### src/rtl/exc_pipe_if.sv
// exc_pipe_if -- bundle of every non-clock signal of the exception-carrying
// pipeline register bank.
//
// Parameters match exc_pipe: STAGES, CODE_W, PC_W, CNT_W.
//
// Signals
//   in_valid / in_pc / in_bd : instruction entering register 0
//   stall / flush            : per-register hold and clear-to-bubble
//   exc_in_vld / exc_in_code : per-register exception injection (code slice i
//                              is exc_in_code[i*CODE_W +: CODE_W])
//   stage_exc                : per-register "valid and carrying an exception"
//   out_valid/out_pc/out_bd  : contents of the last register
//   out_exc / out_code       : exception state of the last register
//   exc_count                : saturating count of retired exceptions
//
// Modports
//   master : the pipeline control side (drives in_*, stall, flush, exc_in_*)
//   slave  : the register bank itself
interface exc_pipe_if #(
  parameter int STAGES = 4,
  parameter int CODE_W = 5,
  parameter int PC_W   = 32,
  parameter int CNT_W  = 16
);
  logic                       in_valid;
  logic [PC_W-1:0]            in_pc;
  logic                       in_bd;
  logic [STAGES-1:0]          stall;
  logic [STAGES-1:0]          flush;
  logic [STAGES-1:0]          exc_in_vld;
  logic [STAGES*CODE_W-1:0]   exc_in_code;
  logic [STAGES-1:0]          stage_exc;
  logic                       out_valid;
  logic [PC_W-1:0]            out_pc;
  logic                       out_bd;
  logic                       out_exc;
  logic [CODE_W-1:0]          out_code;
  logic [CNT_W-1:0]           exc_count;

  modport master (
    output in_valid, in_pc, in_bd, stall, flush, exc_in_vld, exc_in_code,
    input  stage_exc, out_valid, out_pc, out_bd, out_exc, out_code, exc_count
  );

  modport slave (
    input  in_valid, in_pc, in_bd, stall, flush, exc_in_vld, exc_in_code,
    output stage_exc, out_valid, out_pc, out_bd, out_exc, out_code, exc_count
  );
endinterface

### src/rtl/exc_pipe.sv
// exc_pipe -- bank of STAGES pipeline registers, each carrying
// {valid, pc, bd, exc, code}. Register 0 is F/D, register STAGES-1 feeds the
// CP0 exception-commit logic. Each register supports stall, flush, bubble
// insertion behind an upstream stall, and local exception injection where the
// oldest exception of an instruction is the one that is kept.
//
// Ports
//   clk   : rising-edge clock
//   reset : asynchronous active-low reset, clears every register and counter
//   bus   : exc_pipe_if.slave (see exc_pipe_if.sv for the signal list)
//
// Build option
//   EXC_PIPE_AUTO_FLUSH_EN : when defined, a valid exception sitting in the
//   last register turns every register into a bubble on the next edge,
//   overriding stall and flush. When undefined, clearing the pipe after an
//   exception is left entirely to the external flush vector.
module exc_pipe #(
  parameter int STAGES = 4,
  parameter int CODE_W = 5,
  parameter int PC_W   = 32,
  parameter int CNT_W  = 16
) (
  input  logic       clk,
  input  logic       reset,
  exc_pipe_if.slave  bus
);

  localparam int LAST = STAGES - 1;

  // register state
  logic [STAGES-1:0]             valid_q;
  logic [STAGES-1:0]             bd_q;
  logic [STAGES-1:0]             exc_q;
  logic [STAGES-1:0][PC_W-1:0]   pc_q;
  logic [STAGES-1:0][CODE_W-1:0] code_q;
  logic [CNT_W-1:0]              count_q;

  // next state
  logic [STAGES-1:0]             valid_d;
  logic [STAGES-1:0]             bd_d;
  logic [STAGES-1:0]             exc_d;
  logic [STAGES-1:0][PC_W-1:0]   pc_d;
  logic [STAGES-1:0][CODE_W-1:0] code_d;

  // per-register source (in_* for register 0, register i-1 otherwise)
  logic [STAGES-1:0]             src_valid;
  logic [STAGES-1:0]             src_bd;
  logic [STAGES-1:0]             src_exc;
  logic [STAGES-1:0][PC_W-1:0]   src_pc;
  logic [STAGES-1:0][CODE_W-1:0] src_code;

  // exception state after merging the source with local injection
  logic [STAGES-1:0]             mrg_exc;
  logic [STAGES-1:0][CODE_W-1:0] mrg_code;

  logic [STAGES-1:0]             stall_up;
  logic                          auto_flush;
  logic                          retire;

`ifdef EXC_PIPE_AUTO_FLUSH_EN
  assign auto_flush = valid_q[LAST] & exc_q[LAST];
`else
  assign auto_flush = 1'b0;
`endif

  // A register whose upstream neighbour is stalled must not copy it, or the
  // held instruction would be duplicated; it takes a bubble instead.
  assign stall_up = {bus.stall[STAGES-2:0], 1'b0};

  always_comb begin
    src_valid[0] = bus.in_valid;
    src_pc[0]    = bus.in_pc;
    src_bd[0]    = bus.in_bd;
    src_exc[0]   = 1'b0;
    src_code[0]  = '0;
    for (int i = 1; i < STAGES; i++) begin
      src_valid[i] = valid_q[i-1];
      src_pc[i]    = pc_q[i-1];
      src_bd[i]    = bd_q[i-1];
      src_exc[i]   = exc_q[i-1];
      src_code[i]  = code_q[i-1];
    end
  end

  // Oldest exception wins: an exception already travelling with the
  // instruction masks any new one. Injection into a bubble is dropped.
  always_comb begin
    mrg_exc  = '0;
    mrg_code = '0;
    for (int i = 0; i < STAGES; i++) begin
      if (src_valid[i] && src_exc[i]) begin
        mrg_exc[i]  = 1'b1;
        mrg_code[i] = src_code[i];
      end else if (src_valid[i] && bus.exc_in_vld[i]) begin
        mrg_exc[i]  = 1'b1;
        mrg_code[i] = bus.exc_in_code[i*CODE_W +: CODE_W];
      end
    end
  end

  always_comb begin
    valid_d = valid_q;
    pc_d    = pc_q;
    bd_d    = bd_q;
    exc_d   = exc_q;
    code_d  = code_q;
    for (int i = 0; i < STAGES; i++) begin
      if (auto_flush || bus.flush[i]) begin
        valid_d[i] = 1'b0;
        pc_d[i]    = '0;
        bd_d[i]    = 1'b0;
        exc_d[i]   = 1'b0;
        code_d[i]  = '0;
      end else if (bus.stall[i]) begin
        // hold: defaults above keep the current contents
      end else if (stall_up[i]) begin
        valid_d[i] = 1'b0;
        pc_d[i]    = '0;
        bd_d[i]    = 1'b0;
        exc_d[i]   = 1'b0;
        code_d[i]  = '0;
      end else begin
        valid_d[i] = src_valid[i];
        pc_d[i]    = src_pc[i];
        bd_d[i]    = src_bd[i];
        exc_d[i]   = mrg_exc[i];
        code_d[i]  = mrg_code[i];
      end
    end
  end

  always_ff @(posedge clk or negedge reset) begin
    if (!reset) begin
      valid_q <= '0;
      pc_q    <= '0;
      bd_q    <= '0;
      exc_q   <= '0;
      code_q  <= '0;
    end else begin
      valid_q <= valid_d;
      pc_q    <= pc_d;
      bd_q    <= bd_d;
      exc_q   <= exc_d;
      code_q  <= code_d;
    end
  end

  // An exception retires when it leaves the last register: either the last
  // register is not held, or the auto-flush discards it.
  assign retire = valid_q[LAST] & exc_q[LAST] & (~bus.stall[LAST] | auto_flush);

  always_ff @(posedge clk or negedge reset) begin
    if (!reset) begin
      count_q <= '0;
    end else if (retire && (count_q != {CNT_W{1'b1}})) begin
      count_q <= count_q + 1'b1;
    end
  end

  assign bus.stage_exc = valid_q & exc_q;
  assign bus.out_valid = valid_q[LAST];
  assign bus.out_pc    = pc_q[LAST];
  assign bus.out_bd    = bd_q[LAST];
  assign bus.out_exc   = valid_q[LAST] & exc_q[LAST];
  assign bus.out_code  = (valid_q[LAST] & exc_q[LAST]) ? code_q[LAST] : '0;
  assign bus.exc_count = count_q;

endmodule

### src/flat_wrapper.sv
// flat-port wrapper written by rule: the top's interface ports become plain ports
module exc_pipe_flat 
#(
  parameter int STAGES = 4,
  parameter int CODE_W = 5,
  parameter int PC_W   = 32,
  parameter int CNT_W  = 16
)
  (clk, reset, bus_in_valid, bus_in_pc, bus_in_bd, bus_stall, bus_flush, bus_exc_in_vld, bus_exc_in_code, bus_stage_exc, bus_out_valid, bus_out_pc, bus_out_bd, bus_out_exc, bus_out_code, bus_exc_count);
  exc_pipe_if #(.STAGES(STAGES), .CODE_W(CODE_W), .PC_W(PC_W), .CNT_W(CNT_W)) bus_i ();
  input  logic clk;
  input  logic reset;
  input wire logic [$bits(bus_i.in_valid)-1:0] bus_in_valid;
  input wire logic [$bits(bus_i.in_pc)-1:0] bus_in_pc;
  input wire logic [$bits(bus_i.in_bd)-1:0] bus_in_bd;
  input wire logic [$bits(bus_i.stall)-1:0] bus_stall;
  input wire logic [$bits(bus_i.flush)-1:0] bus_flush;
  input wire logic [$bits(bus_i.exc_in_vld)-1:0] bus_exc_in_vld;
  input wire logic [$bits(bus_i.exc_in_code)-1:0] bus_exc_in_code;
  output wire logic [$bits(bus_i.stage_exc)-1:0] bus_stage_exc;
  output wire logic [$bits(bus_i.out_valid)-1:0] bus_out_valid;
  output wire logic [$bits(bus_i.out_pc)-1:0] bus_out_pc;
  output wire logic [$bits(bus_i.out_bd)-1:0] bus_out_bd;
  output wire logic [$bits(bus_i.out_exc)-1:0] bus_out_exc;
  output wire logic [$bits(bus_i.out_code)-1:0] bus_out_code;
  output wire logic [$bits(bus_i.exc_count)-1:0] bus_exc_count;
  assign bus_i.in_valid = bus_in_valid;
  assign bus_i.in_pc = bus_in_pc;
  assign bus_i.in_bd = bus_in_bd;
  assign bus_i.stall = bus_stall;
  assign bus_i.flush = bus_flush;
  assign bus_i.exc_in_vld = bus_exc_in_vld;
  assign bus_i.exc_in_code = bus_exc_in_code;
  assign bus_stage_exc = bus_i.stage_exc;
  assign bus_out_valid = bus_i.out_valid;
  assign bus_out_pc = bus_i.out_pc;
  assign bus_out_bd = bus_i.out_bd;
  assign bus_out_exc = bus_i.out_exc;
  assign bus_out_code = bus_i.out_code;
  assign bus_exc_count = bus_i.exc_count;
  exc_pipe #(.STAGES(STAGES), .CODE_W(CODE_W), .PC_W(PC_W), .CNT_W(CNT_W)) u_core (.clk(clk), .reset(reset), .bus(bus_i));
endmodule
### config.mk
export PLATFORM = sky130hd
export DESIGN_NAME = exc_pipe_flat
export DESIGN_NICKNAME = d
export VERILOG_FILES = /design/src/rtl/exc_pipe_if.sv /design/src/rtl/exc_pipe.sv /design/src/flat_wrapper.sv
export SDC_FILE = /design/constraint.sdc
export NUM_CORES = 1
export LEC_CHECK = 0
export CAP_MARGIN = 20
export CORE_UTILIZATION = 31
export DETAILED_ROUTE_END_ITERATION = 12
export DONT_BUFFER_PORTS = 1
export HOLD_SLACK_MARGIN = 0.08
export PLACE_DENSITY_LB_ADDON = 0.05
export REMOVE_ABC_BUFFERS = 1
export SLEW_MARGIN = 20
export SYNTH_ARGS = -nofsm -noshare
export SYNTH_HDL_FRONTEND = slang
export SYNTH_SLANG_ARGS = --single-unit
### constraint.sdc
create_clock -name clk -period 2.05 [get_ports clk]
set_input_delay 0.205 -clock clk [delete_from_list [all_inputs] [get_ports clk]]
set_output_delay 0.205 -clock clk [all_outputs]
set_load 0.02 [all_outputs]
==> run summary, run 1 <==
The net count of the finished layout is 680. The number of buffers inserted for hold repair after clock tree synthesis is 68, and the number of cells on the critical path is 4. For the worst setup path, the data required time is 2.35 ns. The run gives 15.6% as the global router's overall resource usage. In this run the worst setup path begins at u_core.bus.exc_count[6]$_DFFE_PN0P_. Of all nets on the critical path, the largest fanout is 5. The slack of the worst reg-to-reg path is 0.22 ns. The tree is rooted in a sky130_fd_sc_hd__clkbuf_16.

The run gives 0.00413 µW as the cell leakage power. Largest family of logic cells by synthesized area: compound AO/OA/AOI/OAI gates. For the number of instances resized during post-cts repair, the log shows 0.

The most common flop cell mapped by yosys is sky130_fd_sc_hd__dfrtp_1. In the final routed layout, each cell accounts on average for 19.4 µm. The detail-routed via count per cell was 5.12; the area share of xor/xnor cells in the synthesized design was 1.62%.

The power per cell area was 838 nW/µm²; the initial core utilization was 32.0%. The height of the die is 153 µm, and the fraction of final layout cells sized beyond drive strength 1 is 11.2%. The die area came out at 23300 µm².

After synthesis, flip-flops and latches occupy 62.5% of the total area. The repair_antennas step left the layout with diodes totalling 0. The transition time at the pin with the least slew margin came out at 0.567 ns.

Setup repair after global routing left no endpoint under its margin. The first global-routing pass estimated 28.0 mm of wire. The run finished, with violations left.

The logs give 0 for the max-slew violation total from the final report and 0 for the initial antenna violation count. The post-route clock period utilization is 89.2%. Walking the worst path, the cells encountered are nand4_2, or2_1, nor4_1, mux2_1. TritonCTS built the clock tree. The path class of the tightest hold or removal check is in -> async. The count of buffers from port buffering works out to 0. After clock tree synthesis, the setup repair step added 0 buffers.

For the number of hold-slack violations in the final timing report, the log shows 176. The tools report the end point of the critical path as u_core.bus.exc_count[12]$_DFFE_PN0P_. The area growth from synthesis to layout is 21.1%.

The reported max-cap violation count was 0; the number of search-and-repair iterations in the first detailed-routing pass was 12. The mean instance size in the synthesized netlist came out at 12.5 µm². The synthesized netlist devotes 15.9% of its cell area to compound gates. Instance area after placement: 7250 µm².

Entering global routing, the biggest net connects 177 pins. STA classifies the critical path endpoint as a flop. The worst setup path is of the reg -> reg kind.

The routed design could run at a clock period as short as 1.83 ns. After synthesis, the netlist uses 36 different library cells. Routability-driven placement finished with a final weighted congestion of 0.815. The final setup violation count came out at 0. With fillers left out, the area of the finished cells amounts to 8530 µm². TritonCTS created 17 clock buffers. The count of nets left with antenna violations once routing finished came out at 0.

Row generation in the floorplan step produced 54 rows. The placed wire-length estimate after detailed placement is 10.7 mm, and the synthesized-area fraction occupied by adder cells is 0.178%. The slowest stage of the critical path is the sky130_fd_sc_hd__dfrtp_1 cell. The H-tree was split into 4 levels. The total number of vias was 4620. The tools report the number of DRC violations after detailed routing as 1. Measured along the x axis, the die boundary spans 153 µm.

For this run, the top clock speed supported by timing is 0.547 GHz. In this run the deepest clock path goes through 2 buffers. The number of cells traversed by the worst register-to-register path is 4.

Startpoint class of the critical path: a flop. The kind of cell with the highest combined delay along the critical path is simple AND/OR/NAND/NOR gates. The finished layout holds 903 standard cells, fillers aside. The final worst clock skew was 0.00828 ns; the via count of the first global-routing pass was 4813. The peak supply drop was 0.000471 V; the top-level port count was 128. The synthesized-area fraction occupied by and/or/nand/nor cells is 9.22%, and the clock-pin slew on the worst setup and hold paths is 0.07 ns.

Of the post-synthesis cell area, the part taken by muxes is 5.20%. In this run, placement finished with an instance count of 804. The logs give -0.526 ns for the worst hold slack after final layout and 22000 µm² for the total core area. In the synthesized netlist, the number of instances is 565. The DRC marker count from the first detailed-route iteration was 266; the total buffers and inverters traversed by the critical path was 0. For this run, asynchronously set or reset flops after synthesis account for 100%. Remaining global-route overflow: 0. Count of flip-flops with a built-in enable after synthesis: 0. Startpoint of the worst register-to-register path: u_core.bus.exc_count[6]$_DFFE_PN0P_. Synthesis inferred 176 register bits.

The run gives 176 as the number of clock sinks. The endpoint of the lowest-slack register-to-register path is u_core.bus.exc_count[12]$_DFFE_PN0P_. For the number of warnings printed during yosys synthesis, the log shows 0. Latest clock arrival within the worst-skew pair: 0.42 ns.

Data arrival time of the critical path: 2.13 ns. The biggest cell delay along the critical path came out at 0.54 ns. The total routed wirelength is 17.5 mm, and the worst max-slew margin expressed relative to the limit is 62.1%.

The final reports fail on design-rule violations, negative hold slack. Post-synthesis instance area: 7050 µm².
synthesized netlist by cell type (all sizes together) (7+ instances only):
cell type | instances | area share [%]
nand2 | 36 | 1.9
nor3 | 7 | 0.57
nor2 | 47 | 2.5
and3 | 7 | 0.64
mux2i | 34 | 4.8
xor2 | 12 | 1.5
buf | 36 | 3.7
o21ai | 18 | 1.3
a22oi | 15 | 1.6
clkbuf | 30 | 1.6
a22o | 99 | 12
dfrtp | 176 | 63
report_power, final:
part / switching, µW / total (µW) / internal (µW)
sequential: 41.4 / 3570 / 3530
clock: 1450 / 3220 / 1770
combinational: 179 / 358 / 179
total: 1670 / 7150 / 5480
registers in the layout (all words and copies together) (netlist names):
| register | flops |
|---|---|
| u_core.pc_q | 96 |
| u_core.bus.exc_count | 16 |
| u_core.valid_q | 4 |
| u_core.bd_q | 4 |
| u_core.bus.out_pc | 32 |
| u_core.exc_q | 4 |
| u_core.code_q | 20 |
layout make-up:
| type | count | area (µm²) |
|---|---|---|
| Clock buffer | 19 | 453 |
| Fill cell | 2118 | 13500 |
| Clock inverter | 12 | 124 |
| Inverter | 1 | 3.75 |
| Sequential cell | 176 | 4400 |
| Multi-Input combinational cell | 322 | 2300 |
| Tap cell | 280 | 350 |
| Timing Repair Buffer | 93 | 896 |
through the flow:
step,total power (µW),setup slack (ns),TNS [ns],utilization [%],hold WS [ns]
floorplan,3770,-0.670,-48.97,-,-0.0906
global placement,3850,0.265,0,32.9,-0.0826
detailed placement,3860,0.227,0,32.9,-0.0798
CTS,7280,0.216,0,38.7,-0.546
global route,7450,0.105,0,38.7,-0.558
finish,7150,0.222,0,38.7,-0.526
cell families after synthesis:
family	after synthesis
AND/OR/NAND/NOR	131
flip-flops	176
adder cells (fa/ha/maj)	1
multiplexers	36
AO/OA/AOI/OAI	141
buffers and inverters	67
XOR/XNOR	13
worst min-delay path by stage:
stage / end / slack (ns) / cells past startpoint
5_1_grt: u_core.bus.exc_count[10]$_DFFE_PN0P_ / -0.56 / 0
6_report: u_core.bus.exc_count[10]$_DFFE_PN0P_ / -0.53 / 0
3_3_place_gp: u_core.bus.exc_count[10]$_DFFE_PN0P_ / -0.08 / 0
3_5_place_dp: u_core.bus.exc_count[10]$_DFFE_PN0P_ / -0.08 / 0
2_1_floorplan: u_core.bd_q[0]$_DFFE_PN0P_ / -0.09 / 0
4_1_cts: u_core.bus.exc_count[10]$_DFFE_PN0P_ / -0.55 / 0
metal layers:
| layer | routed length (µm) | global-route usage (%) |
|---|---|---|
| met5 | 0 | 0 |
| met1 | 7970 | 20.0 |
| met3 | 745 | 4.07 |
| met2 | 8650 | 25.8 |
| met4 | 182 | 4.81 |
placed cells by master, fill, tap and decap left out, types with 3 or more instances in the layout:
cell                            count
sky130_fd_sc_hd__nor2b_1            3
sky130_fd_sc_hd__dfrtp_1          176
sky130_fd_sc_hd__nand2_1           36
sky130_fd_sc_hd__inv_6              6
sky130_fd_sc_hd__nor3_2             4
sky130_fd_sc_hd__buf_4             25
sky130_fd_sc_hd__o21ai_0           18
sky130_fd_sc_hd__nand4_1            5
sky130_fd_sc_hd__a22o_1            99
sky130_fd_sc_hd__nor3_1             3
sky130_fd_sc_hd__nor4_1             5
sky130_fd_sc_hd__a22oi_1           15
sky130_fd_sc_hd__xor2_1            12
sky130_fd_sc_hd__nor2_1            47
sky130_fd_sc_hd__nor3b_1            5
sky130_fd_sc_hd__a21oi_1            6
sky130_fd_sc_hd__and2_1             3
sky130_fd_sc_hd__mux2i_1           34
sky130_fd_sc_hd__and3_1             6
sky130_fd_sc_hd__nor2b_4            3
sky130_fd_sc_hd__dlygate4sd3_1     66
sky130_fd_sc_hd__clkbuf_16         17
No activity file was read; power rests on OpenSTA's default activity.
==> run 2, diff against run 1 <==
Settings changed: CELL_PAD_IN_SITES_DETAIL_PLACEMENT set to 1, CELL_PAD_IN_SITES_GLOBAL_PLACEMENT set to 1, CORE_ASPECT_RATIO set to 0.6.
==> run summary, run 2 (same netlist as run 1, synthesis figures left out) <==
The top-level port count is 128 (unchanged). The root buffer cell was sky130_fd_sc_hd__clkbuf_16 (unchanged). The logs give 176 (unchanged) for the number of hold-slack violations in the final timing report and 0.00903 ns (was 0.00828 ns) for the final worst clock skew. The routed wirelength normalized by instance count was 20.6 µm (was 19.4 µm).

The initial core utilization was 31.8% (was 32.0%); the clock-pin slew on the worst setup and hold paths was 0.07 ns (about the same). Critical setup path kind: reg -> reg (unchanged). Placed wire-length estimate after detailed placement: 11.9 mm (was 10.7 mm). The number of buffers inserted for hold repair after clock tree synthesis was 91 (was 68); the max-slew violation total from the final report was 0 (unchanged).

For the global router's overall resource usage, the log shows 18.3% (was 15.6%). The total buffers and inverters traversed by the critical path was 1 (was 0); the worst hold slack after final layout was -0.530 ns (was -0.526 ns). The reported max-cap violation count is 0 (unchanged), and the total routed wirelength is 19.7 mm (was 17.5 mm). The total inserted antenna cells came out at 0 (unchanged).

The worst max-slew margin expressed relative to the limit was 59.7% (was 62.1%). The detail-routed via count per cell was 5.04 (was 5.12). The first element of the critical path is u_core.exc_q[0]$_DFFE_PN0P_ (was u_core.bus.exc_count[6]$_DFFE_PN0P_). The run gives 0.000561 V (was 0.000471 V) as the peak supply drop. Count of buffers from port buffering: 0 (unchanged). The fraction of final layout cells sized beyond drive strength 1 works out to 10.8% (was 11.2%). The leading cell type in the layout, fill and taps excluded was sky130_fd_sc_hd__dfrtp_1 (unchanged). For the total core area, the log shows 22200 µm² (was 22000 µm²). The minimum clock period after layout was 1.88 ns (was 1.83 ns); the placer's final routability congestion estimate was 0.771 (was 0.815). The logs give 0 (unchanged) for the remaining global-route overflow and 2 (unchanged) for the number of buffers on the longest clock path. The number of DRC violations after detailed routing was 0 (was 1). The final setup violation count was 0 (unchanged); the share of the core filled with cells was 39.8% (was 38.7%). The antenna violation net count after detailed routing came out at 0 (unchanged). The run gives 7250 µW (was 7150 µW) as the overall power after layout. The critical path's top delay family was buffers and inverters (was simple AND/OR/NAND/NOR gates). The height of the die was 119 µm (was 153 µm).

Setup repair after global routing left no endpoint under its margin. The net count of the finished layout was 704 (was 680); the transition time at the pin with the least slew margin was 0.603 ns (was 0.567 ns). The tools report the cell leakage power as 0.00424 µW (was 0.00413 µW). Endpoint class of the critical path: a flop (unchanged). For the highest clock rate, the log shows 0.531 GHz (was 0.547 GHz). The horizontal extent of the die is 197 µm (was 153 µm), and the wire length of the first global-routing pass is 32.1 mm (was 28.0 mm). For the data arrival time of the critical path, the log shows 2.25 ns (was 2.13 ns).

The run finished, with violations left. The number of flip-flops under the largest register name is 96 (unchanged). The power per cell area is 820 nW/µm² (was 838 nW/µm²), and the number of buffers inserted during clock tree synthesis is 17 (unchanged). Failing checks: negative hold slack (was design-rule violations, negative hold slack). The class of the tightest hold or removal check was in -> async (unchanged). TritonCTS built the clock tree. For the DRC marker count from the first detailed-route iteration, the log shows 187 (was 266). Number of H-tree levels: 4 (unchanged). The startpoint of the worst register-to-register path was u_core.exc_q[0]$_DFFE_PN0P_ (was u_core.bus.exc_count[6]$_DFFE_PN0P_).

Area growth from synthesis to layout: 25.4% (was 21.1%). The total number of vias came out at 4821 (was 4620). The die area was 23400 µm² (was 23300 µm²). The cell type of the slowest stage on the worst timing path is sky130_fd_sc_hd__dlygate4sd3_1 (was sky130_fd_sc_hd__dfrtp_1).

The pin count of the biggest net entering global routing was 177 (unchanged); the latest clock arrival within the worst-skew pair was 0.43 ns (was 0.42 ns). Commonest cells after routing, fill and taps aside: 176 x sky130_fd_sc_hd__dfrtp_1, 99 x sky130_fd_sc_hd__a22o_1, 89 x sky130_fd_sc_hd__dlygate4sd3_1 (was 176 x sky130_fd_sc_hd__dfrtp_1, 99 x sky130_fd_sc_hd__a22o_1, 66 x sky130_fd_sc_hd__dlygate4sd3_1). The data required time of the worst path is 2.41 ns (was 2.35 ns). The run gives 4 (was 12) as the number of search-and-repair iterations in the first detailed-routing pass. For the via count of the first global-routing pass, the log shows 5377 (was 4813).

The initial antenna violation count came out at 0 (unchanged). The tools report the startpoint class of the critical path as a flop (unchanged). The biggest cell delay along the critical path is 0.56 ns (was 0.54 ns), and the post-route clock period utilization is 91.9% (was 89.2%). Number of clock sinks: 176 (unchanged). The highest fanout seen on the critical path is 9 (was 5), and the number of rows in the core area is 42 (was 54). Register with the most flip-flops: u_core.pc_q (unchanged). Cell breakdown of the critical path: nor2b_1, a22oi_1, o21ai_0, dlygate4sd3_1 (was nand4_2, or2_1, nor4_1, mux2_1).
## run 2: changes by cell type in the layout (fill, tap and decap cells not counted)
cell	delta
sky130_fd_sc_hd__buf_12	+4
sky130_fd_sc_hd__buf_16	-1
sky130_fd_sc_hd__buf_4	-2
sky130_fd_sc_hd__bufinv_16	+1
sky130_fd_sc_hd__clkbuf_1	+2
sky130_fd_sc_hd__clkbuf_8	-1
sky130_fd_sc_hd__clkinv_2	+1
sky130_fd_sc_hd__clkinv_4	+1
sky130_fd_sc_hd__clkinvlp_4	+2
sky130_fd_sc_hd__dlygate4sd3_1	+23
sky130_fd_sc_hd__inv_6	-3
sky130_fd_sc_hd__inv_8	-2
## run 2: path summary, 6_finish.rpt
path,end,slack (ns),cells after the start
worst max register to register,u_core.code_q[5]$_DFFE_PN0P_,0.17,4
worst max-delay path,u_core.code_q[5]$_DFFE_PN0P_,0.17,4
worst min register to register,u_core.pc_q[50]$_DFFE_PN0P_,0.49,1
min in group clk,u_core.pc_q[4]$_DFFE_PN0P_,0.09,2
max in group asynchronous,u_core.bus.exc_count[6]$_DFFE_PN0P_,2.15,0
worst min-delay path,u_core.bus.exc_count[13]$_DFFE_PN0P_,-0.53,0
## run 2: final cells by class
cell class                 instances  area, µm²
fill                            2362      13300
sequential                       176       4400
multi-input combinational        322       2300
timing repair buffer             117       1160
clock buffer                      20        447
tap                              308        385
clock inverter                    12        134
inverter                           1       3.75
## run 2: per-stage QoR
step	worst slack, ns	hold slack [ns]	instances	area [µm²]	setup TNS [ns]
after floorplan	-0.670	-0.0906	499	6670	-48.97
after global placement	0.385	-0.0852	833	7330	0
after detailed placement	0.329	-0.0854	833	7330	0
after CTS	0.212	-0.553	956	8840	0
after global routing	0.0577	-0.560	956	8840	0
final	0.166	-0.530	956	8840	0
## run 2: worst register-to-register path, cell delays in order, from the launching register on
cell and delay (ns):
sky130_fd_sc_hd__dfrtp_1 0.50, sky130_fd_sc_hd__nor2b_1 0.42, sky130_fd_sc_hd__a22oi_1 0.16, sky130_fd_sc_hd__o21ai_0 0.18, sky130_fd_sc_hd__dlygate4sd3_1 0.56
## run 2: layer usage
layer | vias up | GRT usage (%) | share of wire [%]
li1 | 2164 | - | -
met1 | 2550 | 25.2 | 49
met2 | 86 | 28.1 | 45
met3 | 21 | 4.82 | 4.5
met5 | - | 0 | 0
met4 | 0 | 6.06 | 1.4
## run 2: timing repair
action | in CTS | in global routing
endpoints found under the hold margin | 247 | 176
setup buffers | 0 | 0
gates resized for setup | 0 | 0
## run 2: report_power, final
part	internal, µW	total (µW)	switching [µW]
Clock	1840	3270	1430
Combinational	212	405	193
Sequential	3530	3580	43.2
==> run 3, diff against run 2 <==
Settings changed: GPL_TIMING_DRIVEN set to 0.
==> run summary, run 3 (same netlist as run 1, synthesis figures left out) <==
The routed wirelength normalized by instance count works out to 20.7 µm (was 20.6 µm). The leading cell type in the layout, fill and taps excluded was sky130_fd_sc_hd__dfrtp_1 (unchanged). The endpoint class of the critical path was a flop (unchanged). The data arrival time of the critical path is 2.22 ns (was 2.25 ns), and the clock-pin slew on the worst setup and hold paths is 0.07 ns (about the same). The run gives 17 (unchanged) as the number of buffers inserted during clock tree synthesis. The tools report the peak supply drop as 0.000531 V (was 0.000561 V).

The total number of vias came out at 4724 (was 4821). The final worst clock skew was 0.00441 ns (was 0.00903 ns). For the top-level port count, the log shows 128 (unchanged). The worst max-slew margin expressed relative to the limit came out at 53.1% (was 59.7%). The tools report the die area as 23400 µm² (unchanged). The run gives 0 (unchanged) as the reported max-cap violation count. Class of the tightest hold or removal check: in -> async (unchanged).

The initial core utilization came out at 31.8% (unchanged). TritonCTS built the clock tree. The detail-routed via count per cell was 5.07 (was 5.04). Number of flip-flops under the largest register name: 96 (unchanged).

Startpoint class of the critical path: a flop (unchanged). Post-route clock period utilization: 93.1% (was 91.9%). The wire length of the first global-routing pass is 31.0 mm (was 32.1 mm), and the total core area is 22200 µm² (unchanged). Commonest cells after routing, fill and taps aside: 171 x sky130_fd_sc_hd__dfrtp_1, 99 x sky130_fd_sc_hd__a22o_1, 73 x sky130_fd_sc_hd__dlygate4sd3_1 (was 176 x sky130_fd_sc_hd__dfrtp_1, 99 x sky130_fd_sc_hd__a22o_1, 89 x sky130_fd_sc_hd__dlygate4sd3_1). The count of buffers from port buffering is 0 (unchanged). The critical setup path kind was reg -> reg (unchanged).

The run gives 0 (unchanged) as the final setup violation count. Total inserted antenna cells: 0 (unchanged). The flow ran to the end, but the final reports show violations. The tools report the pin count of the biggest net entering global routing as 177 (unchanged).

The horizontal extent of the die is 197 µm (unchanged), and the number of search-and-repair iterations in the first detailed-routing pass is 4 (unchanged). For the placer's final routability congestion estimate, the log shows 0.775 (was 0.771). Register with the most flip-flops: u_core.pc_q (unchanged). For the pre-CTS setup slack, the log shows 0.00774 ns (was 0.329 ns). The fill cell total of the finished layout is 2347 (was 2362), and the height of the die is 119 µm (unchanged). Remaining global-route overflow: 0 (unchanged). The latest clock arrival within the worst-skew pair is 0.43 ns (about the same), and the data required time of the worst path is 2.36 ns (was 2.41 ns). The number of cells traversed by the worst register-to-register path was 5 (was 4). The highest clock rate is 0.524 GHz (was 0.531 GHz). The root buffer cell was sky130_fd_sc_hd__clkbuf_16 (unchanged). For the cell leakage power, the log shows 0.00414 µW (was 0.00424 µW). The endpoint of the lowest-slack register-to-register path was u_core.bus.exc_count[12]$_DFFE_PN0P_ (was u_core.code_q[5]$_DFFE_PN0P_). The fraction of final layout cells sized beyond drive strength 1 is 11.1% (was 10.8%). The power per cell area was 835 nW/µm² (was 820 nW/µm²); the area growth from synthesis to layout was 22.8% (was 25.4%). The minimum clock period after layout is 1.91 ns (was 1.88 ns). The number of buffers inserted for hold repair after clock tree synthesis came out at 75 (was 91).

The logs give 188 (was 187) for the DRC marker count from the first detailed-route iteration and 0.14 ns (was 0.17 ns) for the slack of the worst reg-to-reg path. The number of clock sinks is 176 (unchanged). The tools report the number of hold-slack violations in the final timing report as 176 (unchanged).

The global router's overall resource usage was 17.6% (was 18.3%); the worst hold slack after final layout was -0.535 ns (was -0.530 ns). The antenna violation net count after detailed routing came out at 0 (unchanged). Setup repair after global routing left no endpoint under its margin. Number of buffers on the longest clock path: 2 (unchanged). The logs give 11.7 mm (was 11.9 mm) for the placed wire-length estimate after detailed placement and 680 (was 704) for the net count of the finished layout.

Failing checks: negative hold slack (unchanged). Startpoint of the worst register-to-register path: u_core.bus.exc_count[0]$_DFFE_PN0P_ (was u_core.exc_q[0]$_DFFE_PN0P_). The logs give 5173 (was 5377) for the via count of the first global-routing pass and 42 (unchanged) for the number of rows in the core area.

The run gives 4 (unchanged) as the number of H-tree levels. The tools report the total routed wirelength as 19.3 mm (was 19.7 mm). The highest fanout seen on the critical path is 4 (was 9), and the overall power after layout is 7230 µW (was 7250 µW). The setup slack after layout was 0.141 ns (was 0.166 ns); the number of DRC violations after detailed routing was 0 (unchanged).

The transition time at the pin with the least slew margin came out at 0.701 ns (was 0.603 ns). The logs give 0 (unchanged) for the initial antenna violation count and 0 (unchanged) for the max-slew violation total from the final report.
[run 3: cell types whose count changed in the layout (fill, tap and decap cells not counted), sizes merged]
cell         before  now
clkinvlp          2    4
dlygate4sd3      89   73
clkinv            5    4
clkbuf           20   19
buf              28   20
[run 3: timing repair]
action                                  CTS  global route
pin swaps                                 1             1
resized for setup                         0             7
setup buffers                             2             1
hold endpoints to repair                250           176
endpoints found under the setup margin    1             8
[run 3: per-stage QoR]
stage / std cells / hold WS, ns / cell area (µm²) / utilization (%) / setup TNS, ns
6_report: 932 / -0.535 / 8650 / 39.0 / 0
5_1_grt: 932 / -0.567 / 8650 / 39.0 / 0
4_1_cts: 931 / -0.564 / 8630 / 38.9 / 0
3_5_place_dp: 822 / -0.0875 / 7250 / 32.7 / 0
3_3_place_gp: 807 / -0.0870 / 7060 / 31.8 / -349.46
2_1_floorplan: 499 / -0.0906 / 6670 / - / -48.97
[run 3: how the worst max path moves through the flow]
stage | depth (start not counted) | end | slack [ns] | start
finish | 5 | u_core.bus.exc_count[12]$_DFFE_PN0P_ | 0.14 | u_core.bus.exc_count[0]$_DFFE_PN0P_
global route | 5 | u_core.bus.exc_count[12]$_DFFE_PN0P_ | 0.02 | u_core.bus.exc_count[1]$_DFFE_PN0P_
CTS | 5 | u_core.bus.exc_count[12]$_DFFE_PN0P_ | 0.03 | u_core.bus.exc_count[0]$_DFFE_PN0P_
detailed placement | 5 | u_core.bus.exc_count[1]$_DFFE_PN0P_ | 0.008 | u_core.bus.exc_count[0]$_DFFE_PN0P_
global placement | 3 | u_core.code_q[18]$_DFFE_PN0P_ | -3.73 | bus_flush[3]
floorplan | 3 | u_core.code_q[10]$_DFFE_PN0P_ | -0.67 | bus_stall[2]
[run 3: power breakdown]
group / total, µW / internal (µW) / switching (µW)
logic: 398 / 196 / 203
clock network: 3250 / 1830 / 1420
registers: 3580 / 3530 / 42.7
[run 3: routing by layer]
layer  vias to the layer above  track usage, %  share of wire (%)  routed length, µm
met5                         -               0                  0                  0
met4                         0            5.43               0.88                171
met3                        14            5.76                6.1               1180
met2                       100            26.0                 45               8630
met1                      2499            24.3                 48               9350
li1                       2111               -                  -                  -
[run 3: worst max-delay path: stages, from the launching register on]
cell and delay [ns]:
sky130_fd_sc_hd__dfrtp_2 0.46, sky130_fd_sc_hd__ha_1 0.21, sky130_fd_sc_hd__nand3_1 0.14, sky130_fd_sc_hd__or2_1 0.28
sky130_fd_sc_hd__nor4_1 0.34, sky130_fd_sc_hd__mux2_1 0.36
[run 3: cell type report]
cell class	count	area (µm²)	share of cell area, %
Clock buffer	19	443	5.12
Clock inverter	13	136	1.58
Inverter	1	3.75	0.0434
Multi-Input combinational cell	322	2310	26.7
Sequential cell	176	4410	51.0
Tap cell	308	385	4.46
Timing Repair Buffer	93	962	11.1
